--- src/rtl/cmd_parser.sv ---
// cmd_parser: decodes framed, XOR-checksummed command packets from a UART byte
// stream into sampler/trigger configuration registers. Outputs only change on
// a packet whose checksum matches; anything malformed or stalled is dropped.
module cmd_parser #(
  parameter int PATTERN_W = 8,
  parameter int RATE_W    = 8,
  parameter int TIMEOUT   = 1000000,
  localparam int PB  = (PATTERN_W + 7) / 8,
  localparam int RB  = (RATE_W + 7) / 8,
  localparam int PLW = $clog2(PATTERN_W + 1),
  localparam int GW  = $clog2(TIMEOUT + 1)
) (
  input  logic                 clk,
  input  logic                 rst,
  input  logic [7:0]           rx_data,
  input  logic                 rx_data_fresh,
  output logic [RATE_W-1:0]    sampling_rate,
  output logic                 trigger_edge,
  output logic [7:0]           threshold,
  output logic [PLW-1:0]       pattern_len,
  output logic [PATTERN_W-1:0] pattern,
  output logic [PATTERN_W-1:0] pattern_mask,
  output logic                 configuration_valid,
  output logic                 cfg_update,
  output logic                 cmd_error,
  output logic [1:0]           err_code
);

  // byte index only has to reach the longest payload (3 + 2*4 bytes)
  localparam int IW = 5;
  localparam logic [IW-1:0] RATE_LAST = IW'(RB - 1);
  localparam logic [IW-1:0] TRIG_LAST = IW'(2 + 2 * PB);

  typedef enum logic [1:0] {IDLE, PAYLOAD, CHECK} state_t;
  typedef enum logic [1:0] {C_RATE, C_TRIG, C_RST} cmd_t;

  state_t            state, state_nx;
  cmd_t              cmd;
  logic              consumed;
  logic [IW-1:0]     byte_idx;
  logic [7:0]        xor_acc;
  logic [GW-1:0]     gap;

  logic [RB*8-1:0]   sh_rate;
  logic              sh_edge;
  logic [7:0]        sh_thr;
  logic [PLW-1:0]    sh_plen;
  logic [PB*8-1:0]   sh_pat;
  logic [PB*8-1:0]   sh_mask;

  logic accept, start, store, commit, err, tmo;
  logic [1:0] err_val;

  assign accept = rx_data_fresh && !consumed;
  // the accepted byte wins over a timeout landing on the same edge
  assign tmo    = (state != IDLE) && !accept && (gap == GW'(TIMEOUT - 1));

  // state register
  always_ff @(posedge clk or posedge rst) begin
    if (rst) state <= IDLE;
    else     state <= state_nx;
  end

  // next state and per-edge control strobes
  always_comb begin
    state_nx = state;
    start    = 1'b0;
    store    = 1'b0;
    commit   = 1'b0;
    err      = 1'b0;
    err_val  = 2'd0;
    case (state)
      IDLE: if (accept) begin
        if (rx_data == 8'h17 || rx_data == 8'h18) begin
          start    = 1'b1;
          state_nx = PAYLOAD;
        end else if (rx_data == 8'h1A) begin
          start    = 1'b1;
          state_nx = CHECK;
        end else begin
          err      = 1'b1;
          err_val  = 2'd2;
        end
      end
      PAYLOAD: if (accept) begin
        store = 1'b1;
        if (byte_idx == ((cmd == C_RATE) ? RATE_LAST : TRIG_LAST)) state_nx = CHECK;
      end
      CHECK: if (accept) begin
        if (rx_data == xor_acc) commit = 1'b1;
        else begin
          err     = 1'b1;
          err_val = 2'd1;
        end
        state_nx = IDLE;
      end
      default: state_nx = IDLE;
    endcase
    if (tmo) begin
      state_nx = IDLE;
      err      = 1'b1;
      err_val  = 2'd3;
    end
  end

  // one byte per high episode of rx_data_fresh
  always_ff @(posedge clk or posedge rst) begin
    if (rst)                 consumed <= 1'b0;
    else if (accept)         consumed <= 1'b1;
    else if (!rx_data_fresh) consumed <= 1'b0;
  end

  // inter-byte gap counter, only runs inside a packet
  always_ff @(posedge clk or posedge rst) begin
    if (rst)                          gap <= '0;
    else if (accept || state == IDLE) gap <= '0;
    else                              gap <= gap + 1'b1;
  end

  // command latch, running checksum and shadow field capture
  always_ff @(posedge clk or posedge rst) begin
    if (rst) begin
      cmd      <= C_RATE;
      byte_idx <= '0;
      xor_acc  <= '0;
      sh_rate  <= '0;
      sh_edge  <= 1'b0;
      sh_thr   <= '0;
      sh_plen  <= '0;
      sh_pat   <= '0;
      sh_mask  <= '0;
    end else if (start) begin
      cmd      <= (rx_data == 8'h17) ? C_RATE : (rx_data == 8'h18) ? C_TRIG : C_RST;
      byte_idx <= '0;
      xor_acc  <= rx_data;
    end else if (store) begin
      byte_idx <= byte_idx + 1'b1;
      xor_acc  <= xor_acc ^ rx_data;
      if (cmd == C_RATE) begin
        for (int i = 0; i < RB; i++)
          if (byte_idx == IW'(i)) sh_rate[i*8 +: 8] <= rx_data;
      end else begin
        if (byte_idx == IW'(0)) sh_edge <= rx_data[0];
        if (byte_idx == IW'(1)) sh_thr  <= rx_data;
        if (byte_idx == IW'(2))
          sh_plen <= (rx_data > 8'(PATTERN_W)) ? PLW'(PATTERN_W) : PLW'(rx_data);
        for (int i = 0; i < PB; i++) begin
          if (byte_idx == IW'(3 + i))      sh_pat[i*8 +: 8]  <= rx_data;
          if (byte_idx == IW'(3 + PB + i)) sh_mask[i*8 +: 8] <= rx_data;
        end
      end
    end
  end

  // committed configuration, loaded atomically on a good checksum
  always_ff @(posedge clk or posedge rst) begin
    if (rst) begin
      sampling_rate <= RATE_W'(1);
      trigger_edge  <= 1'b0;
      threshold     <= 8'h80;
      pattern_len   <= '0;
      pattern       <= '0;
      pattern_mask  <= '0;
    end else if (commit) begin
      case (cmd)
        C_RATE: sampling_rate <= sh_rate[RATE_W-1:0];
        C_TRIG: begin
          trigger_edge <= sh_edge;
          threshold    <= sh_thr;
          pattern_len  <= sh_plen;
          pattern      <= sh_pat[PATTERN_W-1:0];
          pattern_mask <= sh_mask[PATTERN_W-1:0];
        end
        default: begin
          sampling_rate <= RATE_W'(1);
          trigger_edge  <= 1'b0;
          threshold     <= 8'h80;
          pattern_len   <= '0;
          pattern       <= '0;
          pattern_mask  <= '0;
        end
      endcase
    end
  end

  // status pulses, sticky error code and idle indication
  always_ff @(posedge clk or posedge rst) begin
    if (rst) begin
      configuration_valid <= 1'b1;
      cfg_update          <= 1'b0;
      cmd_error           <= 1'b0;
      err_code            <= 2'd0;
    end else begin
      configuration_valid <= (state_nx == IDLE);
      cfg_update          <= commit;
      cmd_error           <= err;
      if (err) err_code <= err_val;
    end
  end

endmodule

--- config.mk ---
export PLATFORM = sky130hd
export DESIGN_NAME = cmd_parser
export DESIGN_NICKNAME = d
export VERILOG_FILES = /design/src/rtl/cmd_parser.sv
export SDC_FILE = /design/constraint.sdc
export NUM_CORES = 1
export LEC_CHECK = 0
export BUFFER_PORTS_ARGS = -buffer_cell sky130_fd_sc_hd__buf_4
export CAP_MARGIN = 10
export CORE_AREA = 8 8 153 155
export DETAILED_ROUTE_END_ITERATION = 8
export DIE_AREA = 0 0 161 163
export GPL_TIMING_DRIVEN = 0
export MAX_ROUTING_LAYER = met4
export PLACE_DENSITY = 0.45
export SETUP_SLACK_MARGIN = 0.3
export SYNTH_ARGS = -nofsm -noshare
export SYNTH_HDL_FRONTEND = slang
export SYNTH_SLANG_ARGS = --single-unit
--- constraint.sdc ---
create_clock -name clk -period 5 [get_ports clk]
set_input_delay 0.75 -clock clk [delete_from_list [all_inputs] [get_ports clk]]
set_output_delay 0.75 -clock clk [all_outputs]
set_load 0.02 [all_outputs]
==> parameters.txt, run 1 <==
Parameter                              Value

Worst setup path
  Critical path class ... primary input to flip-flop
  Crit. Startpoint ... rx_data[3]
  Max Fanout on Critical Path ... 10
  CP Data Required Time ... roughly 5.3 ns
  Destination of the worst register-to-register timing path ... sh_rate[2]
  Data arrival time at the worst-slack endpoint ... 2.58 ns
  Nature of the critical path startpoint ... primary input
  Setup crit end kind ... flip-flop
  Register-to-register setup slack ... approximately 2.7 ns
  Critical Path End ... xor_acc[2]
  Startpoint of the most critical register-to-register path ... byte_idx[0]
  Depth of the most critical reg-to-reg path ... 7

Clock tree
  Latest clock arrival within the worst-skew pair ... 0.41 ns
  Clock tree from TritonCTS ... done
  TritonCTS Buffers ... 17
  Max clock buf depth ... 2
  Postcts setup bufs ... 0
  Total clock sinks ... about 120
  CTS root buf ... sky130_fd_sc_hd__clkbuf_16
  Clock slew seen by the registers of the worst setup and hold paths ... around 0.06 ns
  CTS HTree Levels ... 4
  Cells resized by post-CTS repair ... 0
  Post-CTS Hold Buffers ... 0

Synth
  Leading register cell type out of synthesis ... sky130_fd_sc_hd__dfrtp_1
  Syn Nets ... 450
  Ranking of synthesized cells by area ... sky130_fd_sc_hd__dfrtp_1 (55%), sky130_fd_sc_hd__a22o_1 (5.9%), sky130_fd_sc_hd__mux2_1 (3.7%)
  Async set-reset flop share out of synthesis ... between 90% and 100%
  Distinct cells, synth ... 54
  Most frequent cell after synthesis ... sky130_fd_sc_hd__dfrtp_1
  Synthesized flop and latch total ... roughly 120
  Dominant combinational cell family by area after synthesis ... simple AND/OR/NAND/NOR gates
  Compound-Gate Fraction of Synth Area ... between 10% and 20%
  Fraction of synthesized area in multiplexers ... between 8 and 9%
  Adder and majority cell fraction of the synthesized area ... under 10%
  Leading area contributor after synthesis ... sky130_fd_sc_hd__dfrtp_1
  Simple-Gate Fraction of Synth Area ... between 10% and 20%
  Area fraction of the dominant cell type after synthesis ... between 50% and 60%
  Mean post-synth cell area ... 11.9 µm²
  Cell count after synthesis ... between 400 and 500
  Yosys warns ... 0
  Sequential share of the synthesized area ... a little under three fifths
  Post-synth top cells ... sky130_fd_sc_hd__dfrtp_1 (114), sky130_fd_sc_hd__a22o_1 (35), sky130_fd_sc_hd__nor2_1 (25)
  Post-synthesis xor/xnor area fraction ... under 10%
  Post-synthesis cell area ... about 5200 µm²
  EDFF count, synth ... 0

Place
  DP HPWL ... approximately 8700 µm
  Post-placement setup slack ... 2.30 ns
  Input/output buffers ... 48
  Routability-driven placement congestion ratio ... 0.792

Global routing
  Antenna violations before repair ... 1
  Global route overflow ... 0
  Maximum number of pins on one net before global-route repair ... 70
  Number of global-route vias before repair ... about 3700
  Total GRT Usage ... between 10% and 20%
  Wire length of the first global-routing pass ... between 20000 and 25000 µm

STA
  Actual slew at the worst max-slew pin ... approximately 0.76 ns
  Period minus WS final ... between 2 and 2.5 ns
  Finish-stage setup viols ... 0
  RSZ-0062 raised after global routing ... false
  Maximum achievable frequency ... ~0.44 GHz
  Worst slew margin ... 49.6%
  Pins over their slew limit ... 0
  Final-report hold violation count ... 0
  Final clock period utilization by the worst path ... between 40% and 50%
  Final Worst Setup Slack ... roughly 2.7 ns
  Clock tree skew after final layout ... ~0.0075 ns

Power and ir drop
  Overall power after layout ... about 2.3 mW
  Power per standard cell area ... about 350 nW/µm²
  Pleak ... 3.01 nW
  Maximum VDD drop ... between 0.00015 and 0.0002 V

Outcome
  Status ... finished, final reports clean

Route
  First drt pass iteration count ... 4
  Wire length per cell after detailed routing ... 16.1 µm
  Total length of routed wires ... around 13000 µm
  Vias per Instance ... ~4.6
  DRC violation total after the first TritonRoute iteration ... 199
  DRC viols ... 0
  Post-detailed-route count of antenna-violating nets ... 0
  DR vias ... 3603

Floorplanning
  Area of the core region ... approximately 21000 µm²
  Total number of placement rows ... 53
  Die width ... 161 µm
  Die Ht ... 163 µm
  Die footprint ... about 26000 µm²
  Effective utilization at floorplan ... between 20% and 30%
  Total I/O pin count ... 53

Finish
  Core occupancy in the finished layout ... between 30% and 40%
  Share of layout cells above drive strength 1 ... between 20% and 30%
  Final Net Count ... between 500 and 600
  Filler cells ... 2135
  Area added between synthesis and finish ... 25.0%

Worst hold path
  Class of the worst hold path ... primary input to asynchronous set/reset pin

Job
  Maximum capacitance violations ... 0
==> report_power, final <==
group          internal (mW)  switching (mW)  leakage (nW)  total [mW]
logic                 0.0577          0.0949          1.17       0.153
clock network          0.663           0.454         0.258        1.12
registers              0.981          0.0278          1.58        1.01
total                   1.70           0.577          3.01        2.28
==> through the flow <==
| stage | hold WS (ns) | area [µm²] | cells | TNS (ns) |
|---|---|---|---|---|
| after floorplan | 0.459 | 5170 | 434 | 0 |
| after global placement | 0.472 | 5880 | 757 | -26.58 |
| after detailed placement | 0.474 | 5910 | 758 | 0 |
| after CTS | 0.377 | 6460 | 790 | 0 |
| after global routing | 0.404 | 6470 | 791 | 0 |
| final | 0.370 | 6470 | 791 | 0 |
==> sequential cells by signal (all words and copies together), names as in the netlist, 4 cells and up <==
| signal | cells |
|---|---|
| byte_idx | 5 |
| gap | 20 |
| pattern | 8 |
| pattern_len | 4 |
| pattern_mask | 8 |
| sampling_rate | 8 |
| sh_mask | 8 |
| sh_pat | 8 |
| sh_plen | 4 |
| sh_rate | 8 |
| sh_thr | 8 |
| threshold | 8 |
| xor_acc | 8 |
==> layout make-up <==
class                   instances  area, µm²  area share (%)
flip-flops and latches        117       2930            45.3
multi-input cells             276       2070            32.0
clock buffers                  19        453            7.00
repair buffers                 49        388            6.00
well taps                     275        344            5.32
plain buffers                  25        113            1.74
clock inverters                13        100            1.55
inverters                      16       65.1            1.01
diodes                          1       2.50          0.0387
==> metal layers <==
layer,track usage (%),vias up,part of all wire [%]
li1,-,1739,-
met1,12.7,1788,45
met2,15.7,62,48
met3,3.19,14,5.5
met4,4.67,0,1.6
met5,-,-,0
==> worst min-delay path by stage <==
stage	startpoint	endpoint	slack [ns]	cells after the start
6_report	rst	gap[18]	0.37	2
4_1_cts	rst	gap[16]	0.38	2
5_1_grt	rst	gap[16]	0.40	2
3_5_place_dp	sh_pat[4]	pattern[4]	0.47	1
2_1_floorplan	sh_mask[5]	pattern_mask[5]	0.46	1
3_3_place_gp	sh_mask[1]	sh_mask[1]	0.47	1
==> cells by family after synthesis <==
family / Yosys count
AND/OR/NAND/NOR: 126
flip-flops: 117
AO/OA/AOI/OAI: 86
buffers and inverters: 41
multiplexers: 38
XOR/XNOR: 21
adder cells (fa/ha/maj): 5
==> cells in the final DEF, fill, tap and decap left out, types with 4 or more instances in the layout <==
cell                         instances
sky130_fd_sc_hd__inv_1              15
sky130_fd_sc_hd__o31ai_1             5
sky130_fd_sc_hd__nand4_1            11
sky130_fd_sc_hd__a21oi_1            19
sky130_fd_sc_hd__mux2_2              8
sky130_fd_sc_hd__xor2_1             15
sky130_fd_sc_hd__o21ai_1             7
sky130_fd_sc_hd__o21ai_0             5
sky130_fd_sc_hd__nand2_1            21
sky130_fd_sc_hd__nor3_1              7
sky130_fd_sc_hd__or4_1               6
sky130_fd_sc_hd__clkbuf_16          17
sky130_fd_sc_hd__a22o_1             35
sky130_fd_sc_hd__buf_2               9
sky130_fd_sc_hd__nand3_1            18
sky130_fd_sc_hd__xnor2_1             6
sky130_fd_sc_hd__clkinvlp_4          5
sky130_fd_sc_hd__mux2_1             17
sky130_fd_sc_hd__buf_4              50
sky130_fd_sc_hd__dfrtp_1           114
sky130_fd_sc_hd__or3_1               4
sky130_fd_sc_hd__nor2_1             25
sky130_fd_sc_hd__mux2_4              8
sky130_fd_sc_hd__inv_6               4
sky130_fd_sc_hd__clkbuf_1           13
sky130_fd_sc_hd__ha_1                5
sky130_fd_sc_hd__mux2i_1             5
sky130_fd_sc_hd__and4_1              6
==> critical path: stages <==
cell                       delay, ns
sky130_fd_sc_hd__buf_4          0.09
sky130_fd_sc_hd__clkbuf_1       0.50
sky130_fd_sc_hd__nor3b_1        0.49
sky130_fd_sc_hd__o211ai_1       0.25
sky130_fd_sc_hd__buf_2          0.27
sky130_fd_sc_hd__a21oi_1        0.17
sky130_fd_sc_hd__a21oi_1        0.06
Power figures use the tool's default switching activity.
==> run 2, diff against run 1 <==
==> constraint.sdc (replaced) <==
create_clock -name clk -period 2.3 [get_ports clk]
set_input_delay 0.345 -clock clk [delete_from_list [all_inputs] [get_ports clk]]
set_output_delay 0.345 -clock clk [all_outputs]
set_load 0.02 [all_outputs]
==> run 2 against run 1 <==
Effect of this change: worst hold slack lost 0.28 ns; global-route usage about the same; critical path depth shrank 1; worst setup slack worse by 2.4 ns; sequential power up 120%; cell area up 3.7%; via count is 3.5% higher; first-iteration DRC count is 25% lower; clock skew is 0.0016 ns lower; final cell count rose by 2.0%; core utilization rose by 1.1 points; critical path type is now flip-flop to flip-flop; largest power group unchanged.
==> parameters.txt, run 2 (synthesis gave the netlist of run 1 again) <==
Parameter                              Value

Outcome
  Status ... finished, final reports clean

Worst setup path
  Nature of the critical path startpoint ... flip-flop
  Slowest Stage Delay on Critical Path ... about 0.42 ns
  CP Data Required Time ... ~2.6 ns
  Depth of the most critical reg-to-reg path ... 6
  Cell class contributing the biggest share of worst-path delay ... simple AND/OR/NAND/NOR gates
  Crit. Startpoint ... state[1]
  Register-to-register setup slack ... between 0.3 and 0.4 ns
  Critical path class ... flip-flop to flip-flop
  Destination of the worst register-to-register timing path ... sh_rate[0]
  Library cell contributing the largest single delay on the critical path ... sky130_fd_sc_hd__or4_4
  Setup crit end kind ... flip-flop
  Max Fanout on Critical Path ... 10
  Stages on worst setup path ... 6
  Critical Path End ... sh_rate[0]
  Data arrival time at the worst-slack endpoint ... ~2.3 ns
  Startpoint of the most critical register-to-register path ... state[1]
  CP cell instances ... buf_4 -> and4bb_2 -> nand2_4 -> or4_4 -> buf_8 -> mux2_4
  Count of buffer and inverter cells on the critical path ... 2

STA
  Maximum achievable frequency ... a little over 0.5 GHz
  Actual slew at the worst max-slew pin ... 0.827 ns
  Final clock period utilization by the worst path ... between 80% and 90%
  Pins over their slew limit ... 0
  Worst slew margin ... roughly 45%
  RSZ-0062 raised after global routing ... true
  Finish-stage setup viols ... 0
  Final-report hold violation count ... 0
  Clock tree skew after final layout ... 0.00589 ns
  Period minus WS final ... 1.98 ns
  Final Worst Setup Slack ... between 0.3 and 0.4 ns

Place
  Input/output buffers ... 48
  Post-placement setup slack ... -0.0181 ns
  DP HPWL ... a little under 9000 µm
  Routability-driven placement congestion ratio ... around 0.79

Clock tree
  Max clock buf depth ... 2
  CTS root buf ... sky130_fd_sc_hd__clkbuf_16
  Clock slew seen by the registers of the worst setup and hold paths ... about 0.050 ns
  Latest clock arrival within the worst-skew pair ... 0.41 ns
  CTS HTree Levels ... 4
  TritonCTS Buffers ... 17
  Clock tree from TritonCTS ... done
  Total clock sinks ... between 100 and 150
  Post-CTS Hold Buffers ... 0

Route
  Post-detailed-route count of antenna-violating nets ... 0
  Total length of routed wires ... about 13000 µm
  Wire length per cell after detailed routing ... about 16 µm
  Vias per Instance ... 4.62
  DRC violation total after the first TritonRoute iteration ... 150
  First drt pass iteration count ... 4
  DRC viols ... 0
  DR vias ... between 3000 and 4000

Power and ir drop
  Overall power after layout ... 5.12 mW
  Maximum VDD drop ... 0.000479 V
  Power per standard cell area ... roughly 760 nW/µm²
  Pleak ... roughly 3.1 nW

Floorplanning
  Die width ... 161 µm
  Total I/O pin count ... 53
  Die footprint ... about 26000 µm²
  Total number of placement rows ... 53
  Area of the core region ... around 21000 µm²
  Die Ht ... approximately 160 µm
  Effective utilization at floorplan ... 24.9%

Finish
  Reg with most FFs ... gap
  Share of layout cells above drive strength 1 ... approximately 28%
  Area added between synthesis and finish ... 29.6%
  Flip-flop count of the largest register after layout ... 20
  Filler cells ... between 2000 and 2500
  Commonest non-fill, non-tap cells in the layout ... sky130_fd_sc_hd__dfrtp_1 (113), sky130_fd_sc_hd__buf_4 (63), sky130_fd_sc_hd__a22o_1 (35)
  Final Net Count ... between 500 and 600
  Most common library cell in the layout ignoring fill and taps ... sky130_fd_sc_hd__dfrtp_1

Global routing
  Number of global-route vias before repair ... between 3000 and 4000
  Antenna violations before repair ... 1
  Global route overflow ... 0
  Wire length of the first global-routing pass ... 20600 µm
  Total GRT Usage ... between 10% and 20%
  Maximum number of pins on one net before global-route repair ... 43

Worst hold path
  Class of the worst hold path ... primary input to asynchronous set/reset pin

Job
  Maximum capacitance violations ... 0
-- run 2: cell types whose count changed in the layout (fill, tap and decap cells not counted), sizes merged --
cell / previous run / this run
buf: 61 / 76
clkbuf: 32 / 35
inv: 19 / 16
bufinv: 0 / 1
clkinv: 5 / 6
clkinvlp: 5 / 4
-- run 2: stage by stage --
stage,hold slack [ns],setup TNS [ns],cell area (µm²),util [%],instances
after floorplan,0.443,0,5180,-,434
after global placement,0.472,-30.61,5880,28.3,757
after detailed placement,0.476,-0.0589,5920,28.4,759
after CTS,0.105,0,6550,31.5,793
after global routing,0.137,0,6710,32.2,807
final,0.0874,0,6710,32.2,807
-- run 2: worst min-delay path by stage --
stage                startpoint               end  slack [ns]  cells after the start
2_1_floorplan     rx_data_fresh          consumed        0.44                      1
3_3_place_gp         sh_mask[1]        sh_mask[1]        0.47                      1
3_5_place_dp   sampling_rate[0]  sampling_rate[0]        0.48                      2
4_1_cts                     rst           gap[14]        0.10                      2
5_1_grt                     rst         cmd_error        0.14                      2
6_report                    rst         cmd_error        0.09                      2
-- run 2: report_power, final --
group / switching (mW) / total, mW / internal [mW] / leakage, nW
clock: 0.949 / 2.49 / 1.54 / 0.269
combinational: 0.236 / 0.430 / 0.194 / 1.28
sequential: 0.0615 / 2.20 / 2.14 / 1.58
-- run 2: layout make-up --
cell class	count	area [µm²]	share of cell area (%)
plain buffers	25	128	1.90
well taps	275	344	5.13
flip-flops and latches	117	2930	43.7
multi-input cells	276	2150	32.0
repair buffers	65	526	7.84
clock buffers	21	460	6.87
clock inverters	11	103	1.53
diodes	1	2.50	0.0373
inverters	16	63.8	0.952
-- run 2: metal layers --
layer / share of wire, % / vias up / GRT usage, %
met4: 1.3 / 0 / 4.29
met1: 45 / 1884 / 12.3
met3: 5.1 / 14 / 3.72
met5: 0 / - / -
li1: - / 1771 / -
met2: 49 / 61 / 16.2
-- run 2: what timing repair did --
item	4_1_cts	5_1_grt
gates resized for setup	9	19
setup endpoints to repair	52	75
setup buffers	2	13
pin swaps	2	5
